[src/rtl/parity_serial_rx.sv]
// parity_serial_rx: LSB-first serial receiver with even-parity and framing checks and a saturating error count.
module parity_serial_rx #(
  parameter int DATA_W = 4,
  parameter int CNT_W  = 8
) (
  input  logic              clk,
  input  logic              rst_n,
  input  logic              serial_in,
  input  logic              clr_count,
  output logic [DATA_W-1:0] data_out,
  output logic              data_valid,
  output logic              parity_err,
  output logic              frame_err,
  output logic [CNT_W-1:0]  err_count,
  output logic              busy
);
  localparam int BW = $clog2(DATA_W + 1);
  typedef enum logic [1:0] {IDLE, DATA, PARITY, STOP} state_t;
  state_t            state_q, state_d;
  logic [DATA_W-1:0] shift_q, shift_d, data_q, data_d;
  logic [BW-1:0]     bit_cnt_q, bit_cnt_d;
  logic              par_q, par_d, perr_q, perr_d, ferr_q, ferr_d, valid_q, valid_d;
  logic [CNT_W-1:0]  cnt_q, cnt_d;
  logic              frame_bad;
  always_comb begin
    state_d   = state_q;
    shift_d   = shift_q;
    bit_cnt_d = bit_cnt_q;
    par_d     = par_q;
    data_d    = data_q;
    perr_d    = perr_q;
    ferr_d    = ferr_q;
    valid_d   = 1'b0;
    cnt_d     = cnt_q;
    frame_bad = (^shift_q ^ par_q) | ~serial_in;
    case (state_q)
      IDLE: begin
        state_d   = serial_in ? IDLE : DATA;
        bit_cnt_d = '0;
      end
      DATA: begin
        shift_d[bit_cnt_q] = serial_in;
        bit_cnt_d = bit_cnt_q + 1'b1;
        state_d   = (bit_cnt_q == BW'(DATA_W - 1)) ? PARITY : DATA;
      end
      PARITY: begin
        par_d   = serial_in;
        state_d = STOP;
      end
      STOP: begin
        // a 0 stop bit is reported, never reinterpreted as the next start bit
        data_d  = shift_q;
        perr_d  = ^shift_q ^ par_q;
        ferr_d  = ~serial_in;
        valid_d = 1'b1;
        cnt_d   = (frame_bad && cnt_q != '1) ? cnt_q + 1'b1 : cnt_q;
        state_d = IDLE;
      end
      default: state_d = IDLE;
    endcase
    if (clr_count) cnt_d = '0;
  end
  always_ff @(posedge clk or negedge rst_n) begin
    if (!rst_n) begin
      state_q   <= IDLE;
      shift_q   <= '0;
      bit_cnt_q <= '0;
      par_q     <= 1'b0;
      data_q    <= '0;
      perr_q    <= 1'b0;
      ferr_q    <= 1'b0;
      valid_q   <= 1'b0;
      cnt_q     <= '0;
    end else begin
      state_q   <= state_d;
      shift_q   <= shift_d;
      bit_cnt_q <= bit_cnt_d;
      par_q     <= par_d;
      data_q    <= data_d;
      perr_q    <= perr_d;
      ferr_q    <= ferr_d;
      valid_q   <= valid_d;
      cnt_q     <= cnt_d;
    end
  end
  assign data_out   = data_q;
  assign data_valid = valid_q;
  assign parity_err = perr_q;
  assign frame_err  = ferr_q;
  assign err_count  = cnt_q;
  assign busy       = (state_q != IDLE);
endmodule

[config.mk]
export PLATFORM = sky130hd
export DESIGN_NAME = parity_serial_rx
export DESIGN_NICKNAME = d
export VERILOG_FILES = /design/src/rtl/parity_serial_rx.sv
export SDC_FILE = /design/constraint.sdc
export NUM_CORES = 1
export LEC_CHECK = 0
export ABC_CLOCK_PERIOD_IN_PS = 2480
export CAP_MARGIN = 30
export CORE_AREA = 8 8 78 80
export CTS_BUF_LIST = sky130_fd_sc_hd__clkbuf_8
export DETAILED_ROUTE_END_ITERATION = 10
export DIE_AREA = 0 0 86 88
export PLACE_DENSITY = 0.55
export SLEW_MARGIN = 15
export SYNTH_ARGS = -nofsm -noshare
export SYNTH_HDL_FRONTEND = slang
export SYNTH_SLANG_ARGS = --single-unit
[constraint.sdc]
create_clock -name clk -period 2.48 [get_ports clk]
set_input_delay 0.496 -clock clk [delete_from_list [all_inputs] [get_ports clk]]
set_output_delay 0.496 -clock clk [all_outputs]
set_load 0.1 [all_outputs]
=== Yosys cells after proc, flatten, opt, wreduce, memory -nomap -nowiden ===
Index checks and enable logic that the tools add are counted.

* Bits in registers: 25
* Word-level logic and storage cells: 41

* Reduce and logical (&&, ||, !) cells: 9
* Mux-type cells: 11
* Order comparisons: 2
* $add $sub $neg: 2
* Bitwise gates (word level): 3
* Eq/ne operators: 5

{| class="wikitable"
|+ Operator list
! operator !! number
|-
| 8-bit 2-to-1 mux || 3
|-
| 8-bit by 1-bit adder with 8-bit output, second input constant || 1
|-
| 8-bit != test, second input constant || 1
|-
| 2-bit one-hot mux with 4 select lines || 1
|-
| 2-bit nonzero test || 4
|-
| 3-bit one-hot mux with 2 select lines || 1
|-
| 4-bit bitwise mux || 1
|-
| 2-bit == test, second input constant || 2
|-
| 4-bit XOR reduction || 1
|-
| 3-bit by 1-bit adder with 3-bit output, second input constant || 1
|-
| 3-bit by 2-bit == test with 1-bit output, second input constant || 1
|-
| 3-bit by 1-bit greater-or-equal comparator with 1-bit output, second input constant || 1
|-
| 3-bit < comparator, second input constant || 1
|-
| 1-bit 2-to-1 mux || 3
|-
| 1-bit demux with 2-bit select || 1
|-
| 2-bit by 1-bit == test with 1-bit output, second input constant || 1
|-
| 1-bit logical AND || 2
|-
| 2-bit zero test || 1
|-
| 2-bit 2-to-1 mux || 1
|-
| 2-bit AND reduction || 1
|-
| 1-bit inverter || 1
|-
| 1-bit OR || 1
|-
| 1-bit bitwise XOR || 1
|}

=== Logic depth before layout (Yosys ltp) ===
* Word-level depth: 7
* Gate-level depth with buffers: 6

=== Worst setup path after synthesis ===
OpenSTA, ideal clock, no wires.

* Path kind: register -> register
* Start: register cnt_q[0] (netlist: err_count[0])
* End: register cnt_q[7] (netlist: err_count[7])
* Clock period less this slack: 2.295 ns
* Data arrival time: 2.168 ns
* Path buffers: 0
* Cell stages (with the launch flop): 6
* Slack: 0.185 ns
* Data required time: 2.352 ns
* Cell sequence: dfrtp_1 ha_1 nand3_1 or4b_1 a21oi_1 mux2_1

* Cells in the longest elaborated chain, start to end: 4

{| class="wikitable"
|+ RTL lines
! what !! RTL line !! text
|-
| from (decl) || 23 || <nowiki>logic [CNT_W-1:0] cnt_q, cnt_d;</nowiki>
|-
| from (signal assigned) || 83 || <nowiki>cnt_q <= cnt_d;</nowiki>
|-
| 8-bit by 1-bit adder with 8-bit output or 8-bit != test (tied branches) || 56 || <nowiki>cnt_d = (frame_bad && cnt_q != '1) ? cnt_q + 1'b1 : cnt_q;</nowiki>
|-
| 8-bit 2-to-1 mux or 1-bit logical AND (tied branches) || 56 ||
|-
| 8-bit 2-to-1 mux or 2-bit nonzero test (tied branches) || -- ||
|-
| 8-bit 2-to-1 mux or 2-bit AND reduction (tied branches) || -- ||
|}

Several ways; a longest one is shown, not always the timed one. The select of a mux whose other input is x is not followed.
A chain may end at the register's enable or synchronous reset.

=== Worst setup path in the final report ===
Ends and elaborated chain as after synthesis.

==> reports/summary.txt <==
Min-Delay Path Class: flop to flop
Chip Height: 88 um
Largest net degree at the start of global routing: 26
# rows: 26
Kind of critical path: flop to flop
Final period util: 76.71%
CTS tree: yes
Pre-antenna DRT Iters: 4
First-pass GRT wire length: 4443 um
Seq. cell area: 625.6 sq um
IO Pins: 20
Port Buffers: 19
Top post-synthesis cells by count: dfrtp_1, nand2_1, ha_1
Max frequency: 525.7 MHz
Post-synthesis instance total: 122
TritonCTS buffer count: 3
Arrival time worst endpoint: 2.06 ns
Final Hold Fails: 0
Worst Path Max Fanout: 5
Net count after synthesis: 132
Worst R2R Start: err_count[0]$_DFFE_PN0P_
Diodes inserted: 0
GR Overflow Total: 0
# DRC: 0
Initial core utilization: 26.69%
Maximum buffer depth of the clock tree: 2
Status: finished clean
Cts repair resizes: 0
Clock sinks: 25
Via count: 950
Post-route cell area: 1598 sq um
Critical Path Start: err_count[0]$_DFFE_PN0P_
Post-synthesis async set-or-reset flop share: 100.0%
Syn avg cell area: 10.75 sq um
H-tree levels: 1
Yosys warns: 0
Final WL: 2620 um
Gr usage total: 7.375%
WL per Instance: 12.24 um
Post-synth EDFFs: 0
Worst hold start: data_out[1]$_DFFE_PN0P_
Fill cells: 512
CTS clk-pin slew, worst paths: 0.09 ns
Fin crit period: 1.902 ns
Synth Cell Area: 1311 sq um
Setup TNS: 0 ns
Chip Width: 86 um
Critical Path Start Type: flop
Max-Cap Viols: 0
Layout cell share with drive strength beyond 1: 25.00%
# nets final: 155
Core area: 4912 sq um
Area occupied by multi-input gates: 654.4 sq um
Hpwl dp: 1995 um
Antenna-violating nets left: 0
Clock tree root buffer cell: clkbuf_8
CP required: 2.64 ns
Post-synth top area cell: dfrtp_1
Crit path capture type: flop
Area grow syn2layout: 21.85%
Clk Latency, worst-skew pair: 0.27 ns
Cts hold-fix bufs: 0
Ranking of synthesized cells by area: dfrtp_1, nand2_1, ha_1, mux2_2, xnor2_4
Synth cell types: 31
Final Hold Slack: 0.4826 ns
Placed cell areas: 1551 sq um
Final Slew Violations: 0
Final Skew: 0.005155 ns
Synth top area share: 47.71%
Most used DFF post-synth: dfrtp_1
RSZ-0062 raised after global routing: no
Synth Register Bits: 25
Post-CTS Setup Inserts: 0
Worst Tran Pin Value: 0.4449 ns
Initial antenna violation count: 0
Post-synthesis sequential area ratio: 47.71%
Die Area: 7568 sq um
Routability Congestion: 0.7807
DRT iter0 DRCs: 114
Top-count cell post-synth: dfrtp_1
Via density: 4.439
Vias in the first global route: 930
Setup Viol. Count Final: 0
Slew HR: 70.25%
==> cells by family after synthesis <==
family	Yosys count	synth area share [%]
xor+xnor	3	6.011
fa+ha+maj	6	5.725
simple gates	50	18.70
compound gates	20	10.97
mux	10	8.492
flops	25	47.71
buf+inv	8	2.385
==> state kept, by name, summed over array words and instances (netlist names), named ones only <==
name and cells:
err_count 8, data_out 4, shift_q 4, bit_cnt_q 3, data_valid 1, frame_err 1
par_q 1, parity_err 1, state_q 1
==> path summary, 6_finish.rpt <==
path                                       endpoint  slack (ns)  depth (start not counted)
max                        err_count[7]$_DFFE_PN0P_        0.58                          5
max in group asynchronous    shift_q[2]$_DFFE_PN0P_        1.67                          2
min                         data_out[1]$_DFFE_PN0P_        0.48                          2
min in group asynchronous   data_out[2]$_DFFE_PN0P_        0.58                          2
max reg2reg                err_count[7]$_DFFE_PN0P_        0.58                          5
min reg2reg                 data_out[1]$_DFFE_PN0P_        0.48                          2
==> worst max-delay path, stage by stage, from the launching register on <==
cell and delay (ns):
dfrtp_1 0.43, ha_1 0.27, nand3_1 0.14, or4b_1 0.44, a21oi_1 0.17, mux2_1 0.34
==> metrics by stage <==
| step | worst slack [ns] | std cells | utilization [%] |
|---|---|---|---|
| after CTS | 0.5660 | 214 | 32.53 |
| after global placement | 0.5338 | 210 | 31.58 |
| after global routing | 0.5040 | 214 | 32.53 |
| after detailed placement | 0.4831 | 210 | 31.58 |
| after floorplan | 0.1848 | 122 | - |
| final | 0.5777 | 214 | 32.53 |
==> cells in the final DEF (no fill, tap or decap), drive strengths merged, types with 4 or more instances in the layout <==
cell,n
nand3,4
ha,6
nand2b,4
buf,18
o21ai,6
nor2b,5
nor2,5
dfrtp,25
nand2,24
a21oi,5
inv,5
mux2,9
==> cell type report <==
class	count	area share [%]
multi-input cells	89	40.96
clock buffers	3	2.584
flip-flops and latches	25	39.15
repair buffers	21	10.34
inverters	5	1.175
well taps	70	5.482
clock inverters	1	0.3132
==> per-layer routing <==
layer  track usage (%)  up-vias  routed length (um)
li1                  -      476                   -
met1             8.636      454                1153
met2             12.39       15                1326
met3             1.313        5                  87
met4             4.299        0                  53
met5                 0        -                   0
Power is left out: the tool's default activity adds up to more than one toggle a clock period on the data nets, which glitch-free logic cannot reach.
